## src/rtl/fproc_meas_lut_if.sv

```systemverilog
// Per-core request/response bundle between the proc cores and the meas/LUT distributor.
// Latency: none (wires only).
// Backpressure: none; each core holds a single outstanding request and waits for its one-cycle ready pulse.
interface fproc_meas_lut_if #(
  parameter int N_CORES = 5,
  parameter int ID_W    = 3,
  parameter int DATA_W  = 32
);
  logic [N_CORES-1:0]        core_enable;
  logic [N_CORES*ID_W-1:0]   core_id;
  logic [N_CORES-1:0]        core_ready;
  logic [N_CORES*DATA_W-1:0] core_data;

  // Core side issues requests and consumes responses
  modport master (output core_enable, output core_id, input core_ready, input core_data);
  // Distributor side accepts requests and returns responses
  modport slave  (input core_enable, input core_id, output core_ready, output core_data);
endinterface

```

## src/rtl/fproc_meas_lut.sv

```systemverilog
// Distributes per-channel measurement outcomes or a masked-address LUT word to N_CORES proc cores.
// Latency: meas strobe -> core_ready 1 cycle; completing strobe -> lut_done 1 cycle -> core_ready 1 more.
// Backpressure: none; requests arriving while a core is busy are ignored. Optional wait timeout: FPROC_LUT_TIMEOUT_EN.
module fproc_meas_lut #(
  parameter int N_CORES        = 5,
  parameter int N_MEAS         = 5,
  parameter int DATA_W         = 32,
  parameter int ID_W           = $clog2(N_MEAS + 1),
  parameter int TIMEOUT_CYCLES = 1024,
  localparam int CFG_W         = (N_CORES > N_MEAS) ? N_CORES : N_MEAS
) (
  input  logic              clk,
  input  logic              reset,
  input  logic [N_MEAS-1:0] meas,
  input  logic [N_MEAS-1:0] meas_valid,
  fproc_meas_lut_if.slave   core_if,
  input  logic              cfg_we,
  input  logic              cfg_sel,
  input  logic [N_MEAS-1:0] cfg_addr,
  input  logic [CFG_W-1:0]  cfg_wdata
);

  localparam int LUT_D = 2 ** N_MEAS;

  // Reject configurations the response format cannot represent
  if (DATA_W < 2) begin : g_bad_data_w
    $error("DATA_W must be at least 2");
  end
  if (TIMEOUT_CYCLES < 1) begin : g_bad_timeout
    $error("TIMEOUT_CYCLES must be at least 1");
  end

  typedef enum logic [1:0] {C_IDLE, C_WAIT_MEAS, C_WAIT_LUT} core_state_e;
  typedef enum logic {L_ACCUM, L_DONE} lut_state_e;

  // LUT side state
  lut_state_e          lut_state_q, lut_state_d;
  logic [N_MEAS-1:0]   acc_valid_q, acc_valid_d;
  logic [N_MEAS-1:0]   acc_addr_q, acc_addr_d;
  logic [N_MEAS-1:0]   mask_q, mask_d;
  logic [N_CORES-1:0]  lut_word_q, lut_word_d;
  logic [N_CORES-1:0]  mem_q [LUT_D];
  logic [N_CORES-1:0]  mem_d [LUT_D];
  logic [N_MEAS-1:0]   new_valid, new_addr;
  logic                mask_wr, lut_complete, lut_done;

  // Per-core state
  core_state_e         cst_q [N_CORES];
  core_state_e         cst_d [N_CORES];
  logic [ID_W-1:0]     ch_q  [N_CORES];
  logic [ID_W-1:0]     ch_d  [N_CORES];
  logic [ID_W-1:0]     req_id [N_CORES];
  logic [N_CORES-1:0]  rdy_q, rdy_d, res_q, res_d, tof_q, tof_d;
  logic [N_CORES-1:0]  ev, ev_bit, err, tmo;
  logic [N_CORES*DATA_W-1:0] data_flat;

`ifdef FPROC_LUT_TIMEOUT_EN
  localparam int CNT_W = $clog2(TIMEOUT_CYCLES + 1);
  logic [CNT_W-1:0] cnt_q [N_CORES];
  logic [CNT_W-1:0] cnt_d [N_CORES];
`endif

  // All state registers, synchronous reset
  always_ff @(posedge clk) begin
    if (reset) begin
      lut_state_q <= L_ACCUM;
      acc_valid_q <= '0;
      acc_addr_q  <= '0;
      mask_q      <= '0;
      lut_word_q  <= '0;
      for (int a = 0; a < LUT_D; a++) mem_q[a] <= '0;
      for (int i = 0; i < N_CORES; i++) begin
        cst_q[i] <= C_IDLE;
        ch_q[i]  <= '0;
`ifdef FPROC_LUT_TIMEOUT_EN
        cnt_q[i] <= '0;
`endif
      end
      rdy_q <= '0;
      res_q <= '0;
      tof_q <= '0;
    end else begin
      lut_state_q <= lut_state_d;
      acc_valid_q <= acc_valid_d;
      acc_addr_q  <= acc_addr_d;
      mask_q      <= mask_d;
      lut_word_q  <= lut_word_d;
      for (int a = 0; a < LUT_D; a++) mem_q[a] <= mem_d[a];
      for (int i = 0; i < N_CORES; i++) begin
        cst_q[i] <= cst_d[i];
        ch_q[i]  <= ch_d[i];
`ifdef FPROC_LUT_TIMEOUT_EN
        cnt_q[i] <= cnt_d[i];
`endif
      end
      rdy_q <= rdy_d;
      res_q <= res_d;
      tof_q <= tof_d;
    end
  end

  // Merge this cycle's masked strobes into the accumulator; DONE restarts from empty so new strobes seed it
  always_comb begin
    mask_wr      = cfg_we & cfg_sel;
    new_valid    = ((lut_state_q == L_DONE) ? '0 : acc_valid_q) | (meas_valid & mask_q);
    new_addr     = ((lut_state_q == L_DONE) ? '0 : acc_addr_q) | (meas_valid & mask_q & meas);
    lut_complete = (lut_state_q == L_ACCUM) && (mask_q != '0) && (new_valid == mask_q);
  end

  // LUT FSM next state; a mask write always wins and restarts accumulation
  always_comb begin
    lut_state_d = lut_state_q;
    if (mask_wr)           lut_state_d = L_ACCUM;
    else if (lut_complete) lut_state_d = L_DONE;
    else if (lut_state_q == L_DONE) lut_state_d = L_ACCUM;
  end

  // LUT datapath: accumulator, lookup (reads pre-write memory), config writes
  always_comb begin
    acc_valid_d = new_valid;
    acc_addr_d  = new_addr;
    mask_d      = mask_q;
    lut_word_d  = lut_word_q;
    for (int a = 0; a < LUT_D; a++) mem_d[a] = mem_q[a];
    if (mask_wr) begin
      mask_d      = cfg_wdata[N_MEAS-1:0];
      acc_valid_d = '0;
      acc_addr_d  = '0;
    end else if (lut_complete) begin
      lut_word_d  = mem_q[new_addr];
      acc_valid_d = '0;
      acc_addr_d  = '0;
    end
    if (cfg_we && !cfg_sel) mem_d[cfg_addr] = cfg_wdata[N_CORES-1:0];
  end

  // LUT FSM output: one-cycle completion strobe to the cores
  assign lut_done = (lut_state_q == L_DONE);

  // Per-core event detection: same-cycle events count for a request made in IDLE
  always_comb begin
    for (int i = 0; i < N_CORES; i++) begin
      req_id[i] = core_if.core_id[i*ID_W +: ID_W];
      ev[i]     = 1'b0;
      ev_bit[i] = 1'b0;
      err[i]    = 1'b0;
      tmo[i]    = 1'b0;
      unique case (cst_q[i])
        C_IDLE: begin
          if (core_if.core_enable[i]) begin
            if (req_id[i] == '0) begin
              ev[i]     = lut_done;
              ev_bit[i] = lut_word_q[i];
            end else if (req_id[i] <= ID_W'(N_MEAS)) begin
              ev[i]     = meas_valid[req_id[i] - ID_W'(1)];
              ev_bit[i] = meas[req_id[i] - ID_W'(1)];
            end else begin
              err[i] = 1'b1;
            end
          end
        end
        C_WAIT_MEAS: begin
          ev[i]     = meas_valid[ch_q[i]];
          ev_bit[i] = meas[ch_q[i]];
        end
        C_WAIT_LUT: begin
          ev[i]     = lut_done;
          ev_bit[i] = lut_word_q[i];
        end
        default: ;
      endcase
`ifdef FPROC_LUT_TIMEOUT_EN
      tmo[i] = (cst_q[i] != C_IDLE) && !ev[i] && (cnt_q[i] == CNT_W'(TIMEOUT_CYCLES - 1));
`endif
    end
  end

  // Per-core FSM next state; the wait counter restarts whenever the core is idle
  always_comb begin
    for (int i = 0; i < N_CORES; i++) begin
      cst_d[i] = cst_q[i];
      ch_d[i]  = ch_q[i];
      if (cst_q[i] == C_IDLE) begin
        if (core_if.core_enable[i] && !ev[i] && !err[i]) begin
          if (req_id[i] == '0) begin
            cst_d[i] = C_WAIT_LUT;
          end else begin
            cst_d[i] = C_WAIT_MEAS;
            ch_d[i]  = req_id[i] - ID_W'(1);
          end
        end
      end else if (ev[i] || tmo[i]) begin
        cst_d[i] = C_IDLE;
      end
`ifdef FPROC_LUT_TIMEOUT_EN
      cnt_d[i] = (cst_q[i] == C_IDLE) ? '0 : cnt_q[i] + CNT_W'(1);
`endif
    end
  end

  // Per-core response: pulse ready, update result/flag, otherwise hold the last response
  always_comb begin
    for (int i = 0; i < N_CORES; i++) begin
      rdy_d[i] = ev[i] | err[i] | tmo[i];
      res_d[i] = res_q[i];
      tof_d[i] = tof_q[i];
      if (ev[i]) begin
        res_d[i] = ev_bit[i];
        tof_d[i] = 1'b0;
      end else if (err[i] || tmo[i]) begin
        res_d[i] = 1'b0;
        tof_d[i] = 1'b1;
      end
    end
  end

  // Expand the registered result/flag bits into the per-core data words
  always_comb begin
    data_flat = '0;
    for (int i = 0; i < N_CORES; i++) begin
      data_flat[i*DATA_W]              = res_q[i];
      data_flat[i*DATA_W + DATA_W - 1] = tof_q[i];
    end
  end

  assign core_if.core_ready = rdy_q;
  assign core_if.core_data  = data_flat;

endmodule

```

## src/flat_wrapper.sv

```systemverilog
// flat-port wrapper written by rule: the top's interface ports become plain ports
module fproc_meas_lut_flat 
#(
  parameter int N_CORES        = 5,
  parameter int N_MEAS         = 5,
  parameter int DATA_W         = 32,
  parameter int ID_W           = $clog2(N_MEAS + 1),
  parameter int TIMEOUT_CYCLES = 1024,
  localparam int CFG_W         = (N_CORES > N_MEAS) ? N_CORES : N_MEAS
)
  (clk, reset, meas, meas_valid, cfg_we, cfg_sel, cfg_addr, cfg_wdata, core_if_core_enable, core_if_core_id, core_if_core_ready, core_if_core_data);
  fproc_meas_lut_if #(.N_CORES(N_CORES), .ID_W(ID_W), .DATA_W(DATA_W)) core_if_i ();
  input  logic clk;
  input  logic reset;
  input  logic [N_MEAS-1:0] meas;
  input  logic [N_MEAS-1:0] meas_valid;
  input  logic cfg_we;
  input  logic cfg_sel;
  input  logic [N_MEAS-1:0] cfg_addr;
  input  logic [CFG_W-1:0] cfg_wdata;
  input wire logic [$bits(core_if_i.core_enable)-1:0] core_if_core_enable;
  input wire logic [$bits(core_if_i.core_id)-1:0] core_if_core_id;
  output wire logic [$bits(core_if_i.core_ready)-1:0] core_if_core_ready;
  output wire logic [$bits(core_if_i.core_data)-1:0] core_if_core_data;
  assign core_if_i.core_enable = core_if_core_enable;
  assign core_if_i.core_id = core_if_core_id;
  assign core_if_core_ready = core_if_i.core_ready;
  assign core_if_core_data = core_if_i.core_data;
  fproc_meas_lut #(.N_CORES(N_CORES), .N_MEAS(N_MEAS), .DATA_W(DATA_W), .ID_W(ID_W), .TIMEOUT_CYCLES(TIMEOUT_CYCLES)) u_core (.clk(clk), .reset(reset), .meas(meas), .meas_valid(meas_valid), .core_if(core_if_i), .cfg_we(cfg_we), .cfg_sel(cfg_sel), .cfg_addr(cfg_addr), .cfg_wdata(cfg_wdata));
endmodule
```

## config.mk

```make
export PLATFORM = sky130hd
export DESIGN_NAME = fproc_meas_lut_flat
export DESIGN_NICKNAME = d
export VERILOG_FILES = /design/src/rtl/fproc_meas_lut_if.sv /design/src/rtl/fproc_meas_lut.sv /design/src/flat_wrapper.sv
export SDC_FILE = /design/constraint.sdc
export NUM_CORES = 1
export LEC_CHECK = 0
export CORE_ASPECT_RATIO = 0.7
export CORE_MARGIN = 1.5
export CORE_UTILIZATION = 58
export DETAILED_ROUTE_END_ITERATION = 8
export GPL_TIMING_DRIVEN = 0
export PLACE_DENSITY = 0.87
export SETUP_SLACK_MARGIN = 0.5
export SYNTH_ARGS = -nofsm -noshare
export SYNTH_HDL_FRONTEND = slang
export SYNTH_SLANG_ARGS = --single-unit
export TNS_END_PERCENT = 10
```

## constraint.sdc

```tcl
create_clock -name clk -period 3.5 [get_ports clk]
set_input_delay 0.525 -clock clk [delete_from_list [all_inputs] [get_ports clk]]
set_output_delay 0.525 -clock clk [all_outputs]
set_load 0.005 [all_outputs]
```

==> results.md <==
* Status: finished, final reports clean
* Starting Density at 59.4%
* Clk slew on worst S/H paths at 0.07 ns
* Filler cell count at 1674
* Slew HR at 19.3%
* Max FO, Critical Path at 10
* Gr usage total at 32.8%
* Synth warnings at 0
* Avg WL per Cell at 19.1 microns
* Area delta synth->final at 16.4%
* Core Box Area at 20900 sq um
* Area of the multi-input gates at 6870 sq um
* Slowest cell on crit path: o21ai_1
* Sequential cell area fraction in the yosys report at 35.7%
* Buffer count from post-CTS setup fixing at 0
* Gpl congestion at 0.990
* Top cells by area, synth: dfxtp_1 (36%), mux2i_1 (10%), buf_4 (9.1%)
* Post-Place Worst Slack at -0.0409 ns
* Arr. time, crit path at 3.59 ns
* Largest net degree at the start of global routing at 16
* CP startpoint kind: primary input
* Number of global-route vias before repair at 10700
* CP top delay family: compound AO/OA/AOI/OAI gates
* Post-synth cell types at 77
* Unrepaired setup endpoints after global routing: true
* TritonCTS clock tree: done
* Reg area at 4420 sq um
* Slew Limit Fails at 0
* Syn_area_per_cell at 8.58 sq um
* DR vias/cell at 5.94
* DP Area at 13800 sq um
* Final clock skew at 0.0106 ns
* Hold crit path type: in -> reg
* Area share of the leading cell type in the synthesized netlist at 35.7%
* EDFF count, synth at 0
* CP max stage delay at 0.57 ns
* Via count at 11600
* Iter 0 DRT Violations at 1881
* Residual DRC at 0
* # rows at 44
* Leading area contributor after synthesis: dfxtp_1
* Power per cell area at 402 nW/um^2
* CTS buffer count at 21
* Die height at 125 microns
* Worst path cell trace: clkdlybuf4s50_1, clkbuf_1, nand3_1, o21ai_1, nor2_1, a22oi_1, nand2_1, a2111o_1
* Nets at 1719
* Clk buf depth at 3
* First-pass GRT wire length at 57.4 mm
* Mapped Cells at 1445
* Synthesized cell area at 12400 sq um
* Final design area excluding fillers at 14400 sq um
* Final setup TNS at 0 ns
* Cts hold-fix bufs at 0
* Required @ worst endpoint at 3.91 ns
* Detailed Route WL at 37.3 mm
* Final hold vios at 0
* Clk_lat worst skew at 0.52 ns
* Die ar. at 22300 sq um
* Synthesized flop and latch total at 221
* Final period utilization at 90.8%
* Tmin final at 3.18 ns
* Highest Clock Rate at 315 MHz
* Clk root buf: clkbuf_16
* VDD IR max at 0.385 mV
* Htree depth at 1
* Initial antenna violation count at 1
* Crit path buf inv count at 2
* CTS sink cnt at 221
* HPWL after DPL at 27.1 mm
* Final WS setup at 0.322 ns
* Leakage power at 5.80 nW
* Router iterations before antenna repair at 5
* Worst-Margin Slew at 1.21 ns
* Layout cells sized above 1 at 15.3%
* DIE WIDTH at 178 microns
* Crit Path Class: in -> reg
* Critical Path Sink Type: flop
* Post-route ant nets at 0
* Setup Viol. Count Final at 0
* GRT overflow at 0
* Post-synth ARST share at 0%
* Ports at 209
* Inserted Diodes at 0
* Max cap viols at 0
* IO buf count at 45
* Ys flop type: dfxtp_1
through the flow:
step / hold slack [ns] / utilization (%) / std cells / power, W
finish: 0.331 / 69.2 / 1953 / 0.00580
global route: 0.366 / 69.2 / 1953 / 0.00597
CTS: 0.323 / 69.2 / 1953 / 0.00575
detailed placement: 0.446 / 65.9 / 1915 / 0.00351
global placement: 0.440 / 65.9 / 1915 / 0.00349
floorplan: 0.432 / - / 1594 / 0.00327
Yosys cell counts, types with 5 or more instances:
cell type	count
dfxtp_1	221
buf_4	151
nor2_1	149
nand2_1	133
mux2i_1	125
a21oi_1	118
nand3_1	95
clkbuf_1	81
inv_1	31
mux4_2	30
o21ai_0	27
a211oi_1	21
nor3_1	19
nor3b_1	18
nor2b_1	16
and3_1	14
nand2b_1	14
ha_1	13
buf_2	11
a22oi_1	10
a31oi_1	8
a32oi_1	8
o211ai_1	8
and2_1	7
nand3b_1	7
buf_1	6
mux2_2	6
a211o_1	5
worst register-to-register path, delay by kind of cell, from the launching register on:
kind | cells | cell delay (ns)
DFF | 1 | 0.38
and+or+nand+nor | 2 | 0.53
buffers and inverters | 1 | 0.38
AOI/OAI and AO/OA | 3 | 1.59
cell type report:
cell class	count	area share, %
timing repair buffer	45	3.12
buffer	252	10.8
inverter	31	0.806
sequential	221	30.6
tap	276	2.39
clock inverter	11	0.771
multi-input combinational	1090	47.6
clock buffer	27	3.87
layout by cell type (no fill, tap or decap), drive strengths merged, types with 17 or more instances in the layout:
cell	n
dfxtp	221
nor2b	17
mux2i	125
nand3	96
clkbuf	108
inv	32
o21ai	29
a21oi	118
conb	150
buf	171
nand2	135
a211oi	22
nor2	152
mux4	33
clkdlybuf4s50	45
nor3b	20
nor3	21
kinds of logic (layout without fill, tap and decap cells):
| kind of cell | Yosys count | after routing | synth area share [%] |
|---|---|---|---|
| AND/OR/NAND/NOR | 505 | 505 | 19.4 |
| buffers and inverters | 283 | 366 | 13.5 |
| AO/OA/AOI/OAI | 253 | 253 | 13.0 |
| flip-flops | 221 | 221 | 35.7 |
| multiplexers | 164 | 164 | 16.7 |
| adder cells (fa/ha/maj) | 13 | 13 | 1.31 |
| XOR/XNOR | 5 | 5 | 0.353 |
| other | 1 | 150 | 0.0302 |
worst paths after layout:
kind                                            end  slack, ns  cells after the start                       startpoint
hold reg to reg     u_core.mem_q[0][2]$_SDFFE_PP0P_       0.45                      2  u_core.mem_q[0][2]$_SDFFE_PP0P_
setup reg to reg  u_core.lut_word_q[3]$_SDFFE_PP0P_       0.52                      6       u_core.lut_done$_SDFF_PP0_
setup / recovery  u_core.lut_word_q[3]$_SDFFE_PP0P_       0.32                      8                          meas[3]
hold / removal      u_core.mem_q[8][0]$_SDFFE_PP0P_       0.33                      3                     cfg_wdata[0]
metal layers:
layer / wire length [microns] / GRT usage [%]
met1: 14500 / 45.3
met5: 11 / 0
met3: 5340 / 8.33
met4: 1360 / 13.4
met2: 16100 / 48.8
what timing repair did:
action | 4_1_cts | 5_1_grt
endpoints found under the hold margin | 0 | 0
resized for setup | 1 | 1
pin swaps | 0 | 0
setup endpoints to repair | 1 | 16
power breakdown:
part | leakage, nW | switching (W) | internal [W] | total [W]
combinational | 3.68 | 0.000505 | 0.000376 | 0.000881
clock | 0.332 | 0.00101 | 0.00128 | 0.00229
sequential | 1.79 | 0.0000568 | 0.00257 | 0.00263
state kept, by name, summed over array words and instances (netlist names):
signal / count
u_core.acc_addr_q: 5
u_core.acc_valid_q: 5
u_core.ch_q: 15
u_core.core_if.core_ready: 5
u_core.cst_q: 10
u_core.lut_done: 1
u_core.lut_word_q: 5
u_core.mask_q: 5
u_core.mem_q: 160
u_core.res_q: 5
u_core.tof_q: 5
No activity file was read; power rests on OpenSTA's default activity.
